$ cat config.mk
export PLATFORM = sky130hd
export DESIGN_NAME = load_store_unit
export DESIGN_NICKNAME = d
export VERILOG_FILES = /design/src/rtl/load_store_unit.sv
export SDC_FILE = /design/constraint.sdc
export NUM_CORES = 1
export LEC_CHECK = 0
export CAP_MARGIN = 20
export CORE_MARGIN = 2
export CORE_UTILIZATION = 40
export CTS_CLUSTER_DIAMETER = 80
export DETAILED_ROUTE_END_ITERATION = 10
export PLACE_DENSITY = 0.79
export SLEW_MARGIN = 20
export SYNTH_ARGS = -nofsm -noshare
export SYNTH_HDL_FRONTEND = slang
export SYNTH_SLANG_ARGS = --single-unit
$ cat constraint.sdc
create_clock -name clk -period 2.5 [get_ports clk]
set_input_delay 0.5 -clock clk [delete_from_list [all_inputs] [get_ports clk]]
set_output_delay 0.5 -clock clk [all_outputs]
set_load 0.05 [all_outputs]
$ cat src/rtl/load_store_unit.sv
// Memory-access stage: one load/store/pass-through at a time over a req/gnt/rvalid bus.
// Optional LSU_MISALIGN_TRAP_EN: misaligned accesses fault instead of being aligned down.
module load_store_unit #(
  parameter int unsigned TIMEOUT_CYCLES = 255
) (
  input  logic        clk,
  input  logic        rst_n,
  input  logic        ex_valid,
  output logic        ex_ready,
  input  logic        ex_read,
  input  logic        ex_write,
  input  logic [31:0] ex_addr,
  input  logic [31:0] ex_wdata,
  input  logic [2:0]  ex_funct3,
  input  logic [31:0] ex_rd_data,
  output logic        mem_req,
  output logic        mem_we,
  output logic [31:0] mem_addr,
  output logic [3:0]  mem_be,
  output logic [31:0] mem_wdata,
  input  logic        mem_gnt,
  input  logic        mem_rvalid,
  input  logic [31:0] mem_rdata,
  output logic        wb_valid,
  output logic [31:0] wb_data,
  output logic        done,
  output logic        fault,
  output logic [31:0] fault_addr
);
  localparam logic [1:0] S_IDLE = 2'd0, S_REQ = 2'd1, S_WAIT = 2'd2;
  localparam logic [7:0] TO_LAST = 8'(TIMEOUT_CYCLES - 1);

  logic [1:0]  state_q, state_d;
  logic [7:0]  cnt_q, cnt_d;
  logic [2:0]  f3_q, f3_d;
  logic [1:0]  off_q, off_d;
  logic [31:0] addr_q, addr_d;
  logic        mem_req_q, mem_req_d, mem_we_q, mem_we_d;
  logic [31:0] mem_addr_q, mem_addr_d, mem_wdata_q, mem_wdata_d;
  logic [3:0]  mem_be_q, mem_be_d;
  logic        wb_valid_q, wb_valid_d, done_q, done_d, fault_q, fault_d;
  logic [31:0] wb_data_q, wb_data_d, fault_addr_q, fault_addr_d;

  logic        illegal, misal, mis_fault, abort;
  logic [1:0]  sz, eff_off;
  logic [3:0]  be;
  logic [31:0] wdata_rep, lane, ld_val;

  always_comb begin
    sz      = ex_funct3[1:0];
    illegal = (ex_read && ex_write)
            || (ex_read && (ex_funct3 == 3'b011 || ex_funct3 == 3'b110 || ex_funct3 == 3'b111))
            || (ex_write && ex_funct3 > 3'b010);
    misal   = (sz == 2'd1 && ex_addr[0]) || (sz == 2'd2 && ex_addr[1:0] != 2'b00);
`ifdef LSU_MISALIGN_TRAP_EN
    mis_fault = misal;
    eff_off   = ex_addr[1:0];
`else
    mis_fault = 1'b0;
    // Align down so the access always fits inside one bus word.
    eff_off   = (sz == 2'd2) ? 2'b00 : (sz == 2'd1) ? {ex_addr[1], 1'b0} : ex_addr[1:0];
`endif
    case (sz)
      2'd0:    begin be = 4'b0001 << eff_off; wdata_rep = {4{ex_wdata[7:0]}};  end
      2'd1:    begin be = 4'b0011 << eff_off; wdata_rep = {2{ex_wdata[15:0]}}; end
      default: begin be = 4'b1111;            wdata_rep = ex_wdata;            end
    endcase
  end

  always_comb begin
    lane = mem_rdata >> {off_q, 3'b000};
    case (f3_q)
      3'b000:  ld_val = {{24{lane[7]}}, lane[7:0]};
      3'b100:  ld_val = {24'd0, lane[7:0]};
      3'b001:  ld_val = {{16{lane[15]}}, lane[15:0]};
      3'b101:  ld_val = {16'd0, lane[15:0]};
      default: ld_val = lane;
    endcase
  end

  always_comb begin
    state_d = state_q; cnt_d = cnt_q; f3_d = f3_q; off_d = off_q; addr_d = addr_q;
    mem_req_d = mem_req_q; mem_we_d = mem_we_q; mem_addr_d = mem_addr_q;
    mem_be_d = mem_be_q; mem_wdata_d = mem_wdata_q;
    wb_valid_d = 1'b0; wb_data_d = wb_data_q; done_d = 1'b0; fault_d = 1'b0;
    fault_addr_d = fault_addr_q;
    abort = 1'b0;
    case (state_q)
      S_IDLE: if (ex_valid) begin
        if (!ex_read && !ex_write) begin
          wb_valid_d = 1'b1; wb_data_d = ex_rd_data; done_d = 1'b1;
        end else if (illegal || mis_fault) begin
          fault_d = 1'b1; done_d = 1'b1; fault_addr_d = ex_addr;
        end else begin
          state_d = S_REQ; cnt_d = 8'd0; f3_d = ex_funct3; off_d = eff_off; addr_d = ex_addr;
          mem_req_d = 1'b1; mem_we_d = ex_write; mem_addr_d = {ex_addr[31:2], 2'b00};
          mem_be_d = be; mem_wdata_d = wdata_rep;
        end
      end
      S_REQ: begin
        cnt_d = cnt_q + 8'd1;
        if (mem_gnt) begin
          mem_req_d = 1'b0;
          if (mem_we_q) begin state_d = S_IDLE; done_d = 1'b1; end
          else state_d = S_WAIT;
        end else if (cnt_q == TO_LAST) abort = 1'b1;
      end
      S_WAIT: begin
        cnt_d = cnt_q + 8'd1;
        if (mem_rvalid) begin
          state_d = S_IDLE; wb_valid_d = 1'b1; wb_data_d = ld_val; done_d = 1'b1;
        end else if (cnt_q == TO_LAST) abort = 1'b1;
      end
      default: state_d = S_IDLE;
    endcase
    if (abort) begin
      state_d = S_IDLE; mem_req_d = 1'b0; fault_d = 1'b1; done_d = 1'b1; fault_addr_d = addr_q;
    end
  end

  always_ff @(posedge clk or negedge rst_n) begin
    if (!rst_n) begin
      state_q <= S_IDLE; cnt_q <= '0; f3_q <= '0; off_q <= '0; addr_q <= '0;
      mem_req_q <= 1'b0; mem_we_q <= 1'b0; mem_addr_q <= '0; mem_be_q <= '0; mem_wdata_q <= '0;
      wb_valid_q <= 1'b0; wb_data_q <= '0; done_q <= 1'b0; fault_q <= 1'b0; fault_addr_q <= '0;
    end else begin
      state_q <= state_d; cnt_q <= cnt_d; f3_q <= f3_d; off_q <= off_d; addr_q <= addr_d;
      mem_req_q <= mem_req_d; mem_we_q <= mem_we_d; mem_addr_q <= mem_addr_d;
      mem_be_q <= mem_be_d; mem_wdata_q <= mem_wdata_d;
      wb_valid_q <= wb_valid_d; wb_data_q <= wb_data_d; done_q <= done_d;
      fault_q <= fault_d; fault_addr_q <= fault_addr_d;
    end
  end

  assign ex_ready   = (state_q == S_IDLE);
  assign mem_req    = mem_req_q;
  assign mem_we     = mem_we_q;
  assign mem_addr   = mem_addr_q;
  assign mem_be     = mem_be_q;
  assign mem_wdata  = mem_wdata_q;
  assign wb_valid   = wb_valid_q;
  assign wb_data    = wb_data_q;
  assign done       = done_q;
  assign fault      = fault_q;
  assign fault_addr = fault_addr_q;
endmodule

==> results of run 1 <==
[per-layer routing]
metal / wire length [µm] / global-route usage / up-vias
met3: 2310 / 0.0838 / 34
met4: 448 / 0.0771 / 0
li1: - / - / 3197
met2: 11200 / 0.384 / 294
met5: 0 / 0 / -
met1: 9170 / 0.266 / 3217
[cells in the mapped netlist (2+ instances only)]
| cell type | number |
|---|---|
| dfrtp_1 | 152 |
| nand2_1 | 106 |
| o21ai_0 | 82 |
| nor2_1 | 76 |
| mux2i_1 | 73 |
| mux2_2 | 50 |
| clkbuf_1 | 37 |
| buf_4 | 34 |
| a21oi_1 | 33 |
| a221oi_1 | 24 |
| nor2b_1 | 14 |
| buf_2 | 13 |
| inv_1 | 11 |
| a211oi_1 | 9 |
| ha_1 | 7 |
| and3_1 | 5 |
| or3_1 | 4 |
| a2111oi_0 | 3 |
| a211o_1 | 3 |
| nor3_1 | 3 |
| o21a_1 | 3 |
| or2_2 | 3 |
| a22oi_1 | 2 |
| a31oi_1 | 2 |
| a32o_1 | 2 |
| buf_1 | 2 |
| nand3_1 | 2 |
| nor3b_1 | 2 |
| o31ai_1 | 2 |
[sequential cells by signal, indices dropped and copies added, names as in the netlist, 3 cells and up]
register    flops
addr_q         32
cnt_q           8
f3_q            3
fault_addr     32
mem_be          4
mem_wdata      32
wb_data        32
[metrics by stage]
| stage | cell area (µm²) | hold slack (ns) | cells |
|---|---|---|---|
| floorplan | 7730 | 0.204 | 776 |
| global placement | 10800 | 0.459 | 1274 |
| detailed placement | 10800 | 0.465 | 1274 |
| CTS | 11400 | 0.00144 | 1306 |
| global route | 11500 | 0.0198 | 1307 |
| finish | 11500 | 0.00108 | 1307 |
[how the worst min path moves through the flow]
| stage | depth (start not counted) | to |
|---|---|---|
| floorplan | 0 | addr_q[0]$_DFFE_PN0P_ |
| finish | 1 | wb_valid$_DFF_PN0_ |
| global route | 1 | wb_valid$_DFF_PN0_ |
| global placement | 1 | state_q[0]$_DFFE_PN0P_ |
| CTS | 1 | addr_q[8]$_DFFE_PN0P_ |
| detailed placement | 1 | state_q[0]$_DFFE_PN0P_ |
[worst reg2reg max path: cells and delay by family (launching register included)]
| kind | cells | cell delay, ns |
|---|---|---|
| buffers and inverters | 3 | 0.69 |
| and+or+nand+nor | 2 | 0.28 |
| DFF | 1 | 0.37 |
| adders and majority gates | 1 | 0.25 |
| AOI/OAI and AO/OA | 2 | 0.49 |
[layout make-up]
| type | count | area share |
|---|---|---|
| clock buffer | 17 | 0.0371 |
| tap | 260 | 0.0284 |
| timing repair buffer | 325 | 0.283 |
| sequential | 152 | 0.332 |
| inverter | 11 | 0.00360 |
| clock inverter | 15 | 0.0153 |
| multi-input combinational | 527 | 0.301 |
[repair_timing]
item / 4_1_cts / 5_1_grt
endpoints found under the hold margin: 0 / 0
resized for setup: 0 / 2
buffers inserted: 0 / 1
setup endpoints to repair: 0 / 10
[report_power, final]
part,switching [W],internal (W),leakage [nW],total [W]
logic,0.00640,0.00348,2.99,0.00988
registers,0.000721,0.00365,1.84,0.00437
clock network,0.00123,0.00135,0.291,0.00259
[logic make-up (layout without fill, tap and decap cells)]
| group | Yosys count | after routing | share of synthesized area |
|---|---|---|---|
| simple gates | 222 | 222 | 0.122 |
| compound gates | 172 | 172 | 0.137 |
| flops | 152 | 152 | 0.492 |
| mux | 124 | 124 | 0.170 |
| buf+inv | 97 | 368 | 0.0657 |
| fa+ha+maj | 7 | 7 | 0.0113 |
| other cells | 1 | 2 | 0.000485 |
==> results.sh, run 1 <==
export IMPL_irDropWorstVdd_uv=1030
export IMPL_post_dp_hpwl_mm=17.2
export IMPL_syn_cell_area_um2=7730
export IMPL_slowest_delay_ns=0.50
export IMPL_critPathKind="in -> reg"
export IMPL_port_buffer_count=273
export IMPL_required_ns=2.81
export IMPL_final_util=0.609
export IMPL_reg2reg_depth=8
export IMPL_cts_clk_slew_worst_paths_ns=0.07
export IMPL_maxCapViolCount=0
export IMPL_synth_top_area_cell="dfrtp_1"
export IMPL_p_per_area_nw_per_um2=1470
export IMPL_setup_worst_path_end="wb_data[27]$_DFFE_PN0P_"
export IMPL_wl_mm=23.2
export IMPL_grt_pass1_vias=6794
export IMPL_row_count=50
export IMPL_finalHoldViolations=0
export IMPL_cts_sinks=152
export IMPL_cp_arrival_ns=2.60
export IMPL_dp_worst_setup_slack_ns=-0.319
export IMPL_htreeDepth=4
export IMPL_vias=6742
export IMPL_cts_tree="done"
export IMPL_min_path_type="in -> async"
export IMPL_final_net_count=1179
export IMPL_via_per_inst=5.16
export IMPL_post_route_drc_count=0
export IMPL_synth_area_leaders="dfrtp_1, mux2i_1, mux2_2, o21ai_0, nand2_1"
export IMPL_setup_slack_ns=0.210
export IMPL_die_x_um=143
export IMPL_worst_pin_slew_ns=0.556
export IMPL_grt_overflow=0
export IMPL_die_y_um=143
export IMPL_cts_buffer_depth=2
export IMPL_cts_buffers=17
export IMPL_syn_area_per_cell_um2=9.97
export IMPL_p_total_w=0.0168
export IMPL_r2r_end="wb_data[27]$_DFFE_PN0P_"
export IMPL_dieArea_um2=20400
export IMPL_drive_above_1_share=0.139
export IMPL_crit_chain="clkdlybuf4s50_1 -> or3b_1 -> a211oi_4 -> buf_6 -> buf_4 -> nor2_1 -> a221oi_1"
export IMPL_cp_num_buf_inv=3
export IMPL_grt_pass1_wl_mm=35.9
export IMPL_r2r_slack_ns=0.32
export IMPL_synthFlopType="dfrtp_1"
export IMPL_max_slew_margin_rel=0.628
export IMPL_routabilityCongestion=0.914
export IMPL_fill_cells=1549
export IMPL_synth_top_cell_area_share=0.492
export IMPL_seq_area_um2=3800
export IMPL_status="finished clean"
export IMPL_drtAntennaViolNets=0
export IMPL_multi_input_area_um2=3450
export IMPL_cp_depth=7
export IMPL_max_freq_mhz=437
export IMPL_final_cell_mix="clkdlybuf4s50_1, dfrtp_1, nand2_1"
export IMPL_skew_ns=0.0157
export IMPL_io_pins=276
export IMPL_p_leak_nw=5.12
export IMPL_critPathCaptureType="register"
export IMPL_path_delay_family="buffers and inverters"
export IMPL_cts_root_buf="clkbuf_16"
export IMPL_first_pass_iters=5
export IMPL_core_area_um2=18800
export IMPL_antenna_found_initial=0
export IMPL_area_growth_syn_to_layout_pct=48.5
export IMPL_drt_initial_drc_count=357
export IMPL_async_flop_share=1.00
export IMPL_ys_seq_area_frac=0.492
export IMPL_worstSkewPairLatency_ns=0.43
export IMPL_netlist_instances=775
export IMPL_final_common_cell="clkdlybuf4s50_1"
export IMPL_r2r_start="state_q[0]$_DFFE_PN0P_"
export IMPL_n_antenna_cell=0
export IMPL_grt_max_degree=58
export IMPL_synth_edff_count=0
export IMPL_cp_startpoint="ex_valid"
export IMPL_finalMaxSlewViolations=0
export IMPL_start_util=0.410
export IMPL_layout_min_cycle_time_ns=2.29
export IMPL_cp_start_kind="input port"
export IMPL_fin_crit_sh=0.916
export IMPL_rsz0062_at_grt="false"
export IMPL_critPathMaxFanout=43
export IMPL_grt_usage=0.227
export IMPL_postCtsHoldBufs=0
export IMPL_yosys_warnings=0
export IMPL_ys_types=45
export IMPL_tns_ns=0
export IMPL_slowest_stage="clkdlybuf4s50_1"
export IMPL_synth_seq_cells=152
export IMPL_wl_per_cell_um=17.7
export IMPL_finalSetupViolCount=0
No activity file was read; power rests on OpenSTA's default activity.
==> run 2: changes to the inputs <==
- DONT_BUFFER_PORTS: default -> 1
- PLACE_DENSITY: 0.79 -> 0.6
- SKIP_CTS_REPAIR_TIMING: default -> 1
==> run 2 against run 1 <==
The flow now finishes with violations (hold timing). Sequential power is 92% higher. First-iteration DRC count is 1.4% lower. Combinational power is 67% lower. Non-clock buffer count is 308 lower. Via count is 18% lower. Clock power is 3% lower. Utilization is 16 points lower. Die area stayed put. Design area is 27% lower.
==> results.sh, run 2 (synthesized netlist as in run 1, its figures left out) <==
export IMPL_finalMaxSlewViolations=0
export IMPL_port_buffer_count=0
export IMPL_required_ns=2.78
export IMPL_vias=5556
export IMPL_cts_clk_slew_worst_paths_ns=0.07
export IMPL_row_count=50
export IMPL_drtAntennaViolNets=0
export IMPL_final_util=0.445
export IMPL_worst_pin_slew_ns=0.636
export IMPL_timing_hold_ws_ns=-0.214
export IMPL_tns_ns=0
export IMPL_reg2reg_depth=8
export IMPL_core_area_um2=18800
export IMPL_start_util=0.410
export IMPL_status="complete, but fails checks"
export IMPL_drive_above_1_share=0.146
export IMPL_min_path_type="in -> async"
export IMPL_critPathMaxFanout=66
export IMPL_critPathCaptureType="register"
export IMPL_die_y_um=143
export IMPL_grt_pass1_wl_mm=31.2
export IMPL_wl_mm=20.2
export IMPL_grt_overflow=0
export IMPL_cts_root_buf="clkbuf_16"
export IMPL_slowest_delay_ns=0.48
export IMPL_cts_sinks=152
export IMPL_grt_usage=0.196
export IMPL_r2r_end="fault_addr[4]$_DFFE_PN0P_"
export IMPL_r2r_slack_ns=0.29
export IMPL_max_slew_margin_rel=0.576
export IMPL_critPathKind="reg -> reg"
export IMPL_htreeDepth=4
export IMPL_maxCapViolCount=0
export IMPL_path_delay_family="simple AND/OR/NAND/NOR gates"
export IMPL_finalHoldViolations=152
export IMPL_grt_max_degree=153
export IMPL_n_antenna_cell=0
export IMPL_cp_num_buf_inv=2
export IMPL_final_cell_mix="dfrtp_1, nand2_1, o21ai_0"
export IMPL_crit_chain="inv_1 -> ha_1 -> nor2b_1 -> o2111ai_4 -> o21a_2 -> buf_12 -> nand2_1 -> o21ai_0"
export IMPL_p_per_area_nw_per_um2=1690
export IMPL_violations="hold timing"
export IMPL_wl_per_cell_um=20.2
export IMPL_cts_buffers=17
export IMPL_final_net_count=871
export IMPL_slowest_stage="nor2b_1"
export IMPL_first_pass_iters=5
export IMPL_antenna_found_initial=0
export IMPL_die_x_um=143
export IMPL_dieArea_um2=20400
export IMPL_skew_ns=0.0102
export IMPL_irDropWorstVdd_uv=843
export IMPL_worstSkewPairLatency_ns=0.42
export IMPL_post_route_drc_count=0
export IMPL_r2r_start="state_q[0]$_DFFE_PN0P_"
export IMPL_drt_initial_drc_count=352
export IMPL_fin_crit_sh=0.884
export IMPL_cp_arrival_ns=2.49
export IMPL_final_common_cell="dfrtp_1"
export IMPL_p_leak_nw=3.85
export IMPL_layout_min_cycle_time_ns=2.21
export IMPL_post_dp_hpwl_mm=14.5
export IMPL_routabilityCongestion=0.815
export IMPL_finalSetupViolCount=0
export IMPL_io_pins=276
export IMPL_cts_buffer_depth=2
export IMPL_max_freq_mhz=452
export IMPL_area_growth_syn_to_layout_pct=8.57
export IMPL_cts_tree="done"
export IMPL_grt_pass1_vias=5710
export IMPL_via_per_inst=5.56
export IMPL_cp_start_kind="register"
export IMPL_rsz0062_at_grt="false"
[run 2: metrics by stage]
stage | setup slack (ns) | power [W] | hold slack (ns) | cells | cell area (µm²)
after floorplan | 0.149 | 0.0111 | 0.204 | 776 | 7730
after global placement | 0.447 | 0.0116 | 0.216 | 967 | 7810
after detailed placement | 0.305 | 0.0118 | 0.217 | 967 | 7810
after CTS | 0.291 | 0.0143 | -0.239 | 999 | 8390
after global routing | 0.151 | 0.0150 | -0.246 | 999 | 8390
final | 0.289 | 0.0142 | -0.214 | 999 | 8390
[run 2: cell type report]
cell class                      instances  area (µm²)
Clock buffer                           17         425
Clock inverter                         15         154
Fill cell                            1790       10400
Inverter                               11        41.3
Multi-Input combinational cell        527        3450
Sequential cell                       152        3800
Tap cell                              260         325
Timing Repair Buffer                   17         190
[run 2: how the worst max path moves through the flow]
stage / to / startpoint / cells after the start / slack, ns
after floorplan: wb_data[29]$_DFFE_PN0P_ / state_q[0]$_DFFE_PN0P_ / 8 / 0.15
after global placement: wb_data[31]$_DFFE_PN0P_ / state_q[0]$_DFFE_PN0P_ / 8 / 0.45
after detailed placement: fault_addr[4]$_DFFE_PN0P_ / state_q[0]$_DFFE_PN0P_ / 8 / 0.31
after CTS: fault_addr[4]$_DFFE_PN0P_ / state_q[0]$_DFFE_PN0P_ / 8 / 0.29
after global routing: fault_addr[4]$_DFFE_PN0P_ / state_q[0]$_DFFE_PN0P_ / 7 / 0.15
final: fault_addr[4]$_DFFE_PN0P_ / state_q[0]$_DFFE_PN0P_ / 8 / 0.29
[run 2: per-layer routing]
layer  wire length, µm  track usage  part of all wire  vias to the layer above
met5                 0            0                 0                        -
met4               678       0.0881             0.034                        0
met3              2060       0.0768              0.10                       40
met2              9880        0.322              0.49                      255
met1              7530        0.228              0.37                     2668
li1                  -            -                 -                     2593
[run 2: worst register-to-register path: cells and delay by family, from the launching register on]
family / cells / cell delay, ns
AOI/OAI and AO/OA: 3 / 0.55
adders and majority gates: 1 / 0.21
buffers and inverters: 2 / 0.31
DFF: 1 / 0.40
and+or+nand+nor: 2 / 0.59
[run 2: power breakdown]
group | total [W] | switching [W] | leakage (nW) | internal (W)
clock | 0.00251 | 0.00117 | 0.279 | 0.00133
combinational | 0.00329 | 0.00184 | 1.73 | 0.00145
sequential | 0.00840 | 0.00483 | 1.84 | 0.00357
total | 0.0142 | 0.00785 | 3.85 | 0.00635
==> run 3: changes to the inputs <==
- TNS_END_PERCENT: default -> 30
==> results of run 3 <==
The final DEF is identical to that of run 2; final timing and power are the same.
